$ cat config.mk
export PLATFORM = sky130hd
export DESIGN_NAME = logic_op_sequencer
export DESIGN_NICKNAME = d
export VERILOG_FILES = /design/src/rtl/logic_op_sequencer.sv
export SDC_FILE = /design/constraint.sdc
export NUM_CORES = 1
export LEC_CHECK = 0
export ABC_CLOCK_PERIOD_IN_PS = 3200
export BUFFER_PORTS_ARGS = -buffer_cell sky130_fd_sc_hd__clkbuf_2
export CORE_AREA = 8 8 80 82
export CTS_BUF_LIST = sky130_fd_sc_hd__clkbuf_8 sky130_fd_sc_hd__clkbuf_16
export DETAILED_ROUTE_END_ITERATION = 10
export DIE_AREA = 0 0 88 90
export GPL_TIMING_DRIVEN = 1
export PLACE_DENSITY = 0.6
export SETUP_SLACK_MARGIN = 0.1
export SYNTH_ARGS = -nofsm -noshare
export SYNTH_HDL_FRONTEND = slang
export SYNTH_SLANG_ARGS = --single-unit
$ cat constraint.sdc
create_clock -name clk -period 3.2 [get_ports clk]
set_input_delay 0.16 -clock clk [delete_from_list [all_inputs] [get_ports clk]]
set_output_delay 0.16 -clock clk [all_outputs]
set_load 0.005 [all_outputs]
$ cat src/rtl/logic_op_sequencer.sv
// Sequences the shared AND/OR/XOR/NOT logic unit through a masked list of ops on
// one latched operand pair, holding each op for DWELL cycles and capturing its result.
module logic_op_sequencer #(
    parameter int DWELL = 4
) (
    input  logic       clk,
    input  logic       rst,
    input  logic       start,
    input  logic [3:0] op_mask,
    input  logic [3:0] a,
    input  logic [3:0] b,
    output logic [1:0] lu_sel,
    output logic [7:0] lu_in,
    input  logic [8:0] lu_out,
    output logic [3:0] res_and,
    output logic [3:0] res_or,
    output logic [3:0] res_xor,
    output logic [7:0] res_not,
    output logic [3:0] valid_mask,
    output logic       busy,
    output logic       done
);

    typedef enum logic [1:0] {
        IDLE = 2'd0,
        RUN  = 2'd1,
        DN   = 2'd2
    } state_t;

    state_t     state, state_nxt;
    logic [7:0] cnt;
    logic [1:0] idx;
    logic [3:0] a_reg, b_reg, mask_reg;

    logic       accept;
    logic       last_tick;
    logic       nxt_found;
    logic [1:0] nxt_idx;
    logic [1:0] first_idx;
    logic       unused_lu;

    assign unused_lu = lu_out[8];
    assign accept    = (state == IDLE) && start;
    assign last_tick = (state == RUN) && (cnt == 8'(DWELL - 1));

    // Lowest set bit of the incoming mask picks the first op of a run.
    always_comb begin
        first_idx = 2'd0;
        for (int i = 3; i >= 0; i--) begin
            if (op_mask[i]) first_idx = 2'(i);
        end
    end

    // Next higher selected op after the one currently on the unit.
    always_comb begin
        nxt_found = 1'b0;
        nxt_idx   = idx;
        for (int i = 3; i >= 0; i--) begin
            if (mask_reg[i] && (2'(i) > idx)) begin
                nxt_found = 1'b1;
                nxt_idx   = 2'(i);
            end
        end
    end

    always_ff @(posedge clk or posedge rst) begin
        if (rst) state <= IDLE;
        else     state <= state_nxt;
    end

    always_comb begin
        state_nxt = state;
        case (state)
            IDLE: if (start) state_nxt = (op_mask == 4'd0) ? DN : RUN;
            RUN:  if (last_tick && !nxt_found) state_nxt = DN;
            DN:   state_nxt = IDLE;
            default: state_nxt = IDLE;
        endcase
    end

    always_comb begin
        busy = (state == RUN);
        done = (state == DN);
    end

    // Operand latch, dwell counter, op index and result capture.
    always_ff @(posedge clk or posedge rst) begin
        if (rst) begin
            a_reg      <= 4'd0;
            b_reg      <= 4'd0;
            mask_reg   <= 4'd0;
            cnt        <= 8'd0;
            idx        <= 2'd0;
            res_and    <= 4'd0;
            res_or     <= 4'd0;
            res_xor    <= 4'd0;
            res_not    <= 8'd0;
            valid_mask <= 4'd0;
        end else if (accept) begin
            a_reg      <= a;
            b_reg      <= b;
            mask_reg   <= op_mask;
            valid_mask <= 4'd0;
            cnt        <= 8'd0;
            if (op_mask != 4'd0) idx <= first_idx;
        end else if (state == RUN) begin
            if (last_tick) begin
                case (idx)
                    2'd0: res_and <= lu_out[3:0];
                    2'd1: res_or  <= lu_out[3:0];
                    2'd2: res_xor <= lu_out[3:0];
                    default: res_not <= lu_out[7:0];
                endcase
                valid_mask[idx] <= 1'b1;
                cnt             <= 8'd0;
                if (nxt_found) idx <= nxt_idx;
            end else begin
                cnt <= cnt + 8'd1;
            end
        end
    end

    assign lu_sel = idx;
    assign lu_in  = {b_reg, a_reg};

endmodule

==> results.sh, run 1 <==
export IMPL_status="finished clean"
export IMPL_area_growth_pct=24.9
export IMPL_synth_cell_type_count=34
export IMPL_worstPathMaxFanout=6
export IMPL_syn_area_sq_mm=0.00198
export IMPL_setup_viol=0
export IMPL_final_nets=267
export IMPL_gp_congestion=0.698
export IMPL_start_util_pct=37.9
export IMPL_final_cell_mix="clkbuf_2 (58), dfrtp_1 (47), nand2_1 (41)"
export IMPL_switching_share_pct=22.4
export IMPL_antenna_found_initial=0
export IMPL_p_seq_share_pct=55.2
export IMPL_nFillCells=496
export IMPL_cp_end_kind="flop"
export IMPL_grt_max_degree=48
export IMPL_antenna_left=0
export IMPL_postCtsSetupBuffers=0
export IMPL_hold_viol=0
export IMPL_fin_worst_skew_ns=0.00699
export IMPL_p_per_area_mw_per_mm2=480
export IMPL_syn_avg_cell_area_sq_um=11.1
export IMPL_htreeDepth=2
export IMPL_clk_path_buf_depth=2
export IMPL_drt_iter0_markers=55
export IMPL_p_int_mw=0.923
export IMPL_clock_latency_ns=0.29
export IMPL_p_clk_share_pct=37.4
export IMPL_arrival_ns=2.72
export IMPL_drv_slew=0
export IMPL_drc=0
export IMPL_max_freq_mhz=394
export IMPL_post_route_period_util_pct=79.3
export IMPL_share_comb_of_total_power_pct=7.4
export IMPL_placedCellCount=307
export IMPL_syn_nets=204
export IMPL_seq_area_frac_synth_pct=59.3
export IMPL_rows=27
export IMPL_via_per_inst=4.77
export IMPL_synth_seq_cells=47
export IMPL_drive_above_1_share_pct=37.9
export IMPL_vias=1502
export IMPL_worstMarginPinSlew_ns=0.973
export IMPL_p_sw_mw=0.266
export IMPL_dr_pass1_iters=4
export IMPL_tritoncts="yes"
export IMPL_first_global_vias=1555
export IMPL_crit_type="flop to flop"
export IMPL_io_pins=60
export IMPL_drv_cap=0
export IMPL_vdd_drop_max_mv=0.295
export IMPL_wl_microns=4400
export IMPL_power_mw=1.19
export IMPL_post_cts_resized=0
export IMPL_die_y_microns=90
export IMPL_clk_pin_slew_ns=0.09
export IMPL_cts_sinks=47
export IMPL_finalNonFillerCells=315
export IMPL_tns_ns=0
export IMPL_final_common_cell="clkbuf_2"
export IMPL_grt_util_all_layers_pct=11.9
export IMPL_portBuffers=58
export IMPL_yosysWarnings=0
export IMPL_timing_hold_ws_ns=0.0492
export IMPL_rsz0062_at_grt="no"
export IMPL_hold_class="primary input to flop"
export IMPL_cts_buffers=5
export IMPL_hpwlAfterDp_microns=3300
export IMPL_dieArea_sq_mm=0.00792
export IMPL_hold_buffers=0
export IMPL_slew_limit_headroom_pct=35.0
export IMPL_grt_first_pass_wirelength_microns=7560
export IMPL_reg_top3="cnt x8, res_not x8"
export IMPL_root_buffer="clkbuf_8"
export IMPL_grt_ovfl_total=0
export IMPL_period_minus_slack_ns=2.54
export IMPL_postSynthCellCount=179
export IMPL_dieWidth_microns=88
export IMPL_core_sq_mm=0.00524
export IMPL_required_ns=3.38
export IMPL_antennaDiodeCount=0
export IMPL_power_leakage_nw=1.24
export IMPL_wire_per_inst_microns=14.0
export IMPL_crit_path_start_kind="flop"
export IMPL_utilization_pct=47.3
[logic make-up (layout without fill, tap and decap cells)]
logic type,after synthesis,after routing,share of synthesized area (%)
AOI/OAI and AO/OA,25,25,7.69
and+or+nand+nor,73,73,17.5
adders and majority gates,1,1,0.630
buffers and inverters,9,73,1.70
DFF,47,47,59.3
xor gates and xnor gates,3,3,1.32
muxes,21,21,11.9
[cell type report]
class,instances,area [sq um],share of cell area (%)
sequential,47,1180,47.5
multi-input combinational,123,774,31.2
timing repair buffer,59,298,12.0
tap,72,90.1,3.63
clock buffer,6,82.6,3.33
clock inverter,2,35.0,1.41
inverter,6,22.5,0.909
[final timing paths]
check                      cells past startpoint  slack (ns)                  from                     end
setup / recovery                               6        0.66    cnt[0]$_DFFE_PP0P_   res_or[1]$_DFFE_PP0P_
hold / removal                                 3        0.05                  a[1]    a_reg[1]$_DFFE_PP0P_
setup reg to reg                               6        0.66    cnt[0]$_DFFE_PP0P_   res_or[1]$_DFFE_PP0P_
hold reg to reg                                2        0.48  a_reg[2]$_DFFE_PP0P_    a_reg[2]$_DFFE_PP0P_
max in group asynchronous                      2        2.53                   rst  res_xor[3]$_DFFE_PP0P_
min in group asynchronous                      2        0.07                   rst  res_not[4]$_DFFE_PP0P_
[worst max-delay path, stage by stage (launching register included)]
cell and delay (ns):
dfrtp_1 0.41, ha_1 0.27, or4b_1 0.49, nor3_2 0.30, nand2_1 0.15, nor2_1 0.42
mux2_2 0.39
[power groups by stage]
stage | registers [mW] | logic [mW] | clock network (mW)
final | 0.657 | 0.0880 | 0.445
after global routing | 0.663 | 0.102 | 0.484
after CTS | 0.657 | 0.0904 | 0.466
after detailed placement | 0.668 | 0.0898 | 0
after global placement | 0.667 | 0.0882 | 0
after floorplan | 0.663 | 0.0502 | 0
[layer usage]
metal  vias to the layer above  global-route usage [%]  wire length [microns]
met5                         -                       0                      0
met4                         0                    3.44                     42
met3                         4                    5.28                    308
met2                        35                    18.3                   2080
met1                       730                    14.6                   1970
li1                        733                       -                      -
[cells in the mapped netlist (all sizes together)]
| cell | number | share of area (%) |
|---|---|---|
| and4 | 1 | 0.44 |
| nand4 | 2 | 0.63 |
| o41ai | 1 | 0.44 |
| nor4 | 1 | 0.32 |
| nor3b | 1 | 0.63 |
| nand3b | 1 | 0.38 |
| xnor2 | 1 | 0.44 |
| clkbuf | 3 | 0.57 |
| inv | 6 | 1.1 |
| a21o | 2 | 0.76 |
| nand2 | 41 | 7.8 |
| nand3 | 2 | 0.50 |
| or3 | 1 | 0.32 |
| nor2 | 12 | 2.3 |
| nor3 | 4 | 1.8 |
| o21a | 1 | 0.38 |
| o211ai | 1 | 0.38 |
| xor2 | 2 | 0.88 |
| o211a | 1 | 0.50 |
| a31oi | 1 | 0.32 |
| ha | 1 | 0.63 |
| nand2b | 2 | 0.63 |
| o31ai | 1 | 0.38 |
| nor2b | 2 | 0.63 |
| dfrtp | 47 | 59 |
| a21oi | 5 | 1.3 |
| and2 | 2 | 0.63 |
| o21bai | 1 | 0.38 |
| or4b | 1 | 0.50 |
| o22ai | 2 | 0.63 |
| mux2 | 21 | 12 |
| o21ai | 9 | 2.3 |
[through the flow]
| step | cell area [sq um] | worst slack, ns |
|---|---|---|
| final | 2480 | 0.661 |
| after global routing | 2480 | 0.410 |
| after CTS | 2480 | 0.630 |
| after detailed placement | 2360 | 0.649 |
| after global placement | 2360 | 0.668 |
| after floorplan | 1980 | 0.974 |
Note: power is estimated with default switching activity, not from simulation.
==> run 2: changes to the inputs <==
- ABC_CLOCK_PERIOD_IN_PS: 3200 -> 2400
- clock period: 3.2 -> 2.4 ns (I/O delays scaled with it)
==> run 2 against run 1 <==
  * Clock-buffer cell count decreased by 1
  * Worst setup slack got worse by 0.40 ns
  * Fmax increased by 18%
  * Non-clock buffer count increased by 10
  * Global-route usage decreased by 0.10 points
  * Utilization increased by 1.9 points
  * Power increased by 40%
  * Critical path depth increased by 1
  * Critical path type unchanged
  * Critical endpoint is now res_and[1]$_DFFE_PP0P_
  * Largest power group unchanged
==> results.sh, run 2 (synthesis gave the netlist of run 1 again) <==
export IMPL_hold_class="primary input to flop"
export IMPL_arrival_ns=2.33
export IMPL_post_cts_resized=0
export IMPL_setup_viol=0
export IMPL_post_route_period_util_pct=89.3
export IMPL_ff2ff_path_depth=7
export IMPL_hpwlAfterDp_microns=3370
export IMPL_wl_microns=4380
export IMPL_dieWidth_microns=88
export IMPL_dieArea_sq_mm=0.00792
export IMPL_cts_buffers=5
export IMPL_grt_max_degree=26
export IMPL_final_common_cell="clkbuf_2"
export IMPL_status="finished clean"
export IMPL_rows=27
export IMPL_power_leakage_nw=1.30
export IMPL_core_sq_mm=0.00524
export IMPL_max_freq_mhz=467
export IMPL_vdd_drop_max_mv=0.343
export IMPL_clk_path_buf_depth=2
export IMPL_antenna_found_initial=0
export IMPL_p_per_area_mw_per_mm2=648
export IMPL_crit_chain="ha_1 > or4b_1 > nor3_2 > buf_4 > nor3b_2 > buf_4 > mux2_2"
export IMPL_worstMarginPinSlew_ns=0.575
export IMPL_timing_reg2reg_setup_slack_ns=0.26
export IMPL_hold_viol=0
export IMPL_first_global_vias=1610
export IMPL_slew_limit_headroom_pct=61.3
export IMPL_grt_first_pass_wirelength_microns=7530
export IMPL_drive_above_1_share_pct=39.5
export IMPL_io_pins=60
export IMPL_die_y_microns=90
export IMPL_slowest_delay_ns=0.48
export IMPL_period_minus_slack_ns=2.14
export IMPL_finalNonFillerCells=325
export IMPL_antennaDiodeCount=0
export IMPL_cts_sinks=47
export IMPL_placedCellCount=315
export IMPL_rsz0062_at_grt="no"
export IMPL_postCtsSetupBuffers=0
export IMPL_drv_cap=0
export IMPL_start_util_pct=37.9
export IMPL_setup_ws_ns=0.257
export IMPL_slowest_stage="or4b_1"
export IMPL_antenna_left=0
export IMPL_required_ns=2.58
export IMPL_clock_latency_ns=0.29
export IMPL_via_per_inst=4.72
export IMPL_wire_per_inst_microns=13.5
export IMPL_dr_pass1_iters=4
export IMPL_final_cell_mix="clkbuf_2 (58), dfrtp_1 (47), nand2_1 (41)"
export IMPL_timing_hold_ws_ns=0.0118
export IMPL_grt_ovfl_total=0
export IMPL_htreeDepth=2
export IMPL_critPathMostFrequentCell="buf_4"
export IMPL_clk_pin_slew_ns=0.09
export IMPL_grt_util_all_layers_pct=11.8
export IMPL_tns_ns=0
export IMPL_crit_path_start_kind="flop"
export IMPL_tritoncts="yes"
export IMPL_crit_type="flop to flop"
export IMPL_drt_iter0_markers=76
export IMPL_area_growth_pct=29.9
export IMPL_worstPathMaxFanout=5
export IMPL_fin_worst_skew_ns=0.00611
export IMPL_final_nets=277
export IMPL_gp_congestion=0.696
export IMPL_place_worst_setup_slack_ns=0.221
export IMPL_min_path_cells=3
export IMPL_drv_slew=0
export IMPL_reg_top3="cnt x8, res_not x8"
export IMPL_cp_end_kind="flop"
export IMPL_vias=1534
export IMPL_drc=0
export IMPL_portBuffers=58
export IMPL_root_buffer="clkbuf_8"
## run 2: cell count changes in the layout (fill, tap and decap cells not counted), sizes merged
cell         delta
clkinv          -1
dlygate4sd3     +2
bufinv          +1
clkbuf          -1
clkinvlp        +1
buf             +8
## run 2: worst max-delay path: cells and delay by family, from the launching register on
kind / cells / cell delay, ns
and+or+nand+nor: 3 / 0.79
DFF: 1 / 0.41
muxes: 1 / 0.33
buffers and inverters: 2 / 0.31
adders and majority gates: 1 / 0.19
## run 2: final timing paths
kind | startpoint | to
hold reg to reg | a_reg[2]$_DFFE_PP0P_ | a_reg[2]$_DFFE_PP0P_
max in group asynchronous | rst | res_and[0]$_DFFE_PP0P_
setup / recovery | cnt[0]$_DFFE_PP0P_ | res_and[1]$_DFFE_PP0P_
setup reg to reg | cnt[0]$_DFFE_PP0P_ | res_and[1]$_DFFE_PP0P_
hold / removal | b[3] | b_reg[3]$_DFFE_PP0P_
min in group asynchronous | rst | res_not[5]$_DFFE_PP0P_
## run 2: per-layer routing
metal	GRT usage (%)	share of wire [%]
met1	15.0	46
met5	0	0
met2	17.8	46
met3	4.64	6.3
met4	3.87	1.5
## run 2: area by class of cell
| type | instances | area [sq um] |
|---|---|---|
| sequential | 47 | 1180 |
| timing repair buffer | 69 | 378 |
| multi-input combinational | 123 | 774 |
| inverter | 6 | 22.5 |
| clock inverter | 3 | 67.6 |
| clock buffer | 5 | 68.8 |
| tap | 72 | 90.1 |
| fill | 514 | 2660 |
## run 2: what timing repair did
| item | in CTS | in global routing |
|---|---|---|
| hold endpoints to repair | 23 | 0 |
| hold buffers | 2 | 0 |
| endpoints found under the setup margin | 0 | 16 |
## run 2: metrics by stage
| stage | util, % | power (mW) | area, sq um |
|---|---|---|---|
| final | 49.2 | 1.67 | 2580 |
| after global routing | 49.2 | 1.75 | 2580 |
| after CTS | 49.2 | 1.70 | 2580 |
| after detailed placement | 46.2 | 1.01 | 2420 |
| after global placement | 46.2 | 1.01 | 2420 |
| after floorplan | - | 0.951 | 1980 |
## run 2: power breakdown
group / internal, mW / total, mW / switching [mW]
clock: 0.415 / 0.673 / 0.258
combinational: 0.0608 / 0.121 / 0.0606
sequential: 0.836 / 0.875 / 0.0392
total: 1.31 / 1.67 / 0.358
==> run 3: changes to the inputs <==
- ABC_AREA: default -> 1
- CORE_AREA: 8 8 80 82 -> 8 8 87 81
- DIE_AREA: 0 0 88 90 -> 0 0 95 89
==> run 3 against run 2 <==
  * Power grew 95%
  * Global-route usage grew 0.69 points
  * First-iteration DRC count up 41%
  * Sequential share of layout area is 1.6 points lower
  * Combinational power grew to 10 times the previous value
  * Worst setup slack improved by 0.51 ns
  * Non-clock buffer count decreased by 8
  * Sequential power grew 54%
  * Synthesized cell count up 41%
  * Utilization fell by 1.2 points
  * Critical endpoint is now res_not[1]$_DFFE_PP0P_
  * Largest cell class unchanged
==> results.sh, run 3 <==
export IMPL_synth_simple_gate_area_share_pct=28.3
export IMPL_worstPathMaxFanout=25
export IMPL_io_pins=60
export IMPL_yosysTopAreaCell="dfrtp_1"
export IMPL_ff_latch_area_sq_mm=0.00118
export IMPL_gp_congestion=0.811
export IMPL_clk_path_buf_depth=2
export IMPL_required_ns=2.62
export IMPL_setup_viol=0
export IMPL_hold_buffers=1
export IMPL_tritoncts="yes"
export IMPL_period_minus_slack_ns=1.64
export IMPL_wire_per_inst_microns=12.7
export IMPL_postSynthCellCount=253
export IMPL_hold_viol=0
export IMPL_core_sq_mm=0.00556
export IMPL_grt_max_degree=31
export IMPL_crit_chain="nor2_2 > nand2_4 > inv_2 > nor2_1 > nand3_4 > nand2_1 > o21ai_2"
export IMPL_post_route_period_util_pct=68.1
export IMPL_synth_top_cell_area_share_pct=54.5
export IMPL_grt_first_pass_wirelength_microns=8220
export IMPL_hold_class="primary input to flop"
export IMPL_synthAdderAreaFrac_pct=0.579
export IMPL_syn_nets=278
export IMPL_grt_ovfl_total=0
export IMPL_worstMarginPinSlew_ns=0.372
export IMPL_synth_mux_area_share_pct=0
export IMPL_die_y_microns=89
export IMPL_place_worst_setup_slack_ns=0.733
export IMPL_reg_top3="cnt x8, res_not x8"
export IMPL_vdd_drop_max_mv=0.512
export IMPL_synth_cell_type_count=26
export IMPL_seq_area_frac_synth_pct=54.5
export IMPL_final_nets=342
export IMPL_power_leakage_nw=1.49
export IMPL_synth_top_family_by_area="simple AND/OR/NAND/NOR gates"
export IMPL_yosysWarnings=0
export IMPL_rsz0062_at_grt="no"
export IMPL_grt_util_all_layers_pct=12.5
export IMPL_syn_area_sq_mm=0.00216
export IMPL_synth_compound_area_share_pct=9.68
export IMPL_crit_type="flop to flop"
export IMPL_cp_end_kind="flop"
export IMPL_synth_ff_type="dfrtp_1"
export IMPL_via_per_inst=4.63
export IMPL_dieArea_sq_mm=0.00846
export IMPL_clk_pin_slew_ns=0.09
export IMPL_drt_iter0_markers=107
export IMPL_syn_avg_cell_area_sq_um=8.54
export IMPL_fin_worst_skew_ns=0.00588
export IMPL_p_per_area_mw_per_mm2=1220
export IMPL_synth_xor_xnor_area_share_pct=0.811
export IMPL_drive_above_1_share_pct=27.7
export IMPL_max_freq_mhz=611
export IMPL_postCtsSetupBuffers=0
export IMPL_drv_cap=0
export IMPL_synth_commonest_cells="nand2_1 (90), dfrtp_1 (47), inv_1 (27), o21ai_0 (20), nor2_1 (19)"
export IMPL_status="finished clean"
export IMPL_first_global_vias=1835
export IMPL_cts_sinks=47
export IMPL_dieWidth_microns=95
export IMPL_final_common_cell="nand2_1"
export IMPL_tns_ns=0
export IMPL_drv_slew=0
export IMPL_slowest_delay_ns=0.40
export IMPL_multi_input_area_sq_um=850
export IMPL_clock_latency_ns=0.29
export IMPL_crit_path_start_kind="flop"
export IMPL_antenna_found_initial=0
export IMPL_area_growth_pct=23.8
export IMPL_arrival_ns=1.86
export IMPL_vias=1795
export IMPL_async_flop_share_pct=100
export IMPL_antenna_left=0
export IMPL_slew_limit_headroom_pct=75.2
export IMPL_root_buffer="clkbuf_8"
export IMPL_rows=26
export IMPL_portBuffers=58
export IMPL_wl_microns=4920
export IMPL_antennaDiodeCount=0
export IMPL_cts_buffers=5
export IMPL_slowest_stage="dfrtp_1"
export IMPL_htreeDepth=2
export IMPL_yosysMostFrequentCell="nand2_1"
export IMPL_hpwlAfterDp_microns=3670
export IMPL_nFillCells=546
export IMPL_drc=0
export IMPL_synth_edf_count=0
export IMPL_setup_ws_ns=0.764
export IMPL_post_cts_resized=0
export IMPL_start_util_pct=38.8
export IMPL_final_cell_mix="nand2_1 (90), clkbuf_2 (58), dfrtp_1 (47)"
export IMPL_synth_area_leaders="dfrtp_1 (54%), nand2_1 (16%), inv_1 (4.7%), o21ai_0 (4.6%), nor2_1 (3.3%)"
export IMPL_dr_pass1_iters=4
export IMPL_synth_seq_cells=47
## run 3: cell count changes after synthesis, moves of 4 or more
| cell | change |
|---|---|
| nand2_1 | +49 |
| inv_1 | +21 |
| mux2_2 | -21 |
| o21ai_0 | +11 |
| nand3_1 | +9 |
| o21ai_2 | +8 |
| nor2_1 | +7 |
| nand3_2 | +4 |
## run 3: cell families after synthesis
family / Yosys count
adders and majority gates: 1
and+or+nand+nor: 135
DFF: 47
xor gates and xnor gates: 2
buffers and inverters: 33
AOI/OAI and AO/OA: 35
## run 3: cell type report
type	instances	area share [%]
clock buffers	5	2.57
clock inverters	3	2.39
inverters	29	4.07
multi-input cells	173	31.8
flip-flops and latches	47	44.0
well taps	70	3.28
repair buffers	61	11.9
## run 3: power breakdown
group	total (mW)	internal [mW]	switching (mW)
sequential	1.35	1.13	0.218
combinational	1.24	0.497	0.743
clock	0.664	0.412	0.252
total	3.25	2.04	1.21
## run 3: through the flow
step	cell area (sq um)	hold WS, ns	total power, mW	instances	utilization [%]
final	2670	0.0151	3.25	388	48.0
after global routing	2670	0.000281	3.56	388	48.0
after CTS	2660	0.000926	3.31	387	47.9
after detailed placement	2520	0.104	2.62	378	45.3
after global placement	2520	0.102	2.59	378	45.3
after floorplan	2160	0.230	2.14	253	-
## run 3: metal layers
| metal | part of all wire [%] | wire length [microns] | track usage [%] | vias to the layer above |
|---|---|---|---|---|
| li1 | - | - | - | 924 |
| met3 | 6.7 | 329 | 4.79 | 4 |
| met4 | 1.2 | 61 | 4.67 | 0 |
| met5 | 0 | 0 | 0 | - |
| met2 | 45 | 2210 | 19.8 | 51 |
| met1 | 47 | 2320 | 15.2 | 816 |
## run 3: final timing paths
path                       cells past startpoint              startpoint  slack [ns]                     end
setup / recovery                               7    state[0]$_DFFE_PP0P_        0.76  res_not[1]$_DFFE_PP0P_
hold / removal                                 3                    b[1]        0.02    b_reg[1]$_DFFE_PP0P_
setup reg to reg                               7    state[0]$_DFFE_PP0P_        0.76  res_not[1]$_DFFE_PP0P_
hold reg to reg                                2  res_not[4]$_DFFE_PP0P_        0.49  res_not[4]$_DFFE_PP0P_
max in group asynchronous                      4                     rst        1.35  res_xor[1]$_DFFE_PP0P_
min in group asynchronous                      3                     rst        0.34    a_reg[0]$_DFFE_PP0P_
## run 3: worst max-delay path: cells and delay by family (launching register included)
| family | cells | cell delay, ns |
|---|---|---|
| AND/OR/NAND/NOR | 5 | 0.82 |
| AO/OA/AOI/OAI | 1 | 0.07 |
| flip-flops | 1 | 0.40 |
| buffers and inverters | 1 | 0.27 |
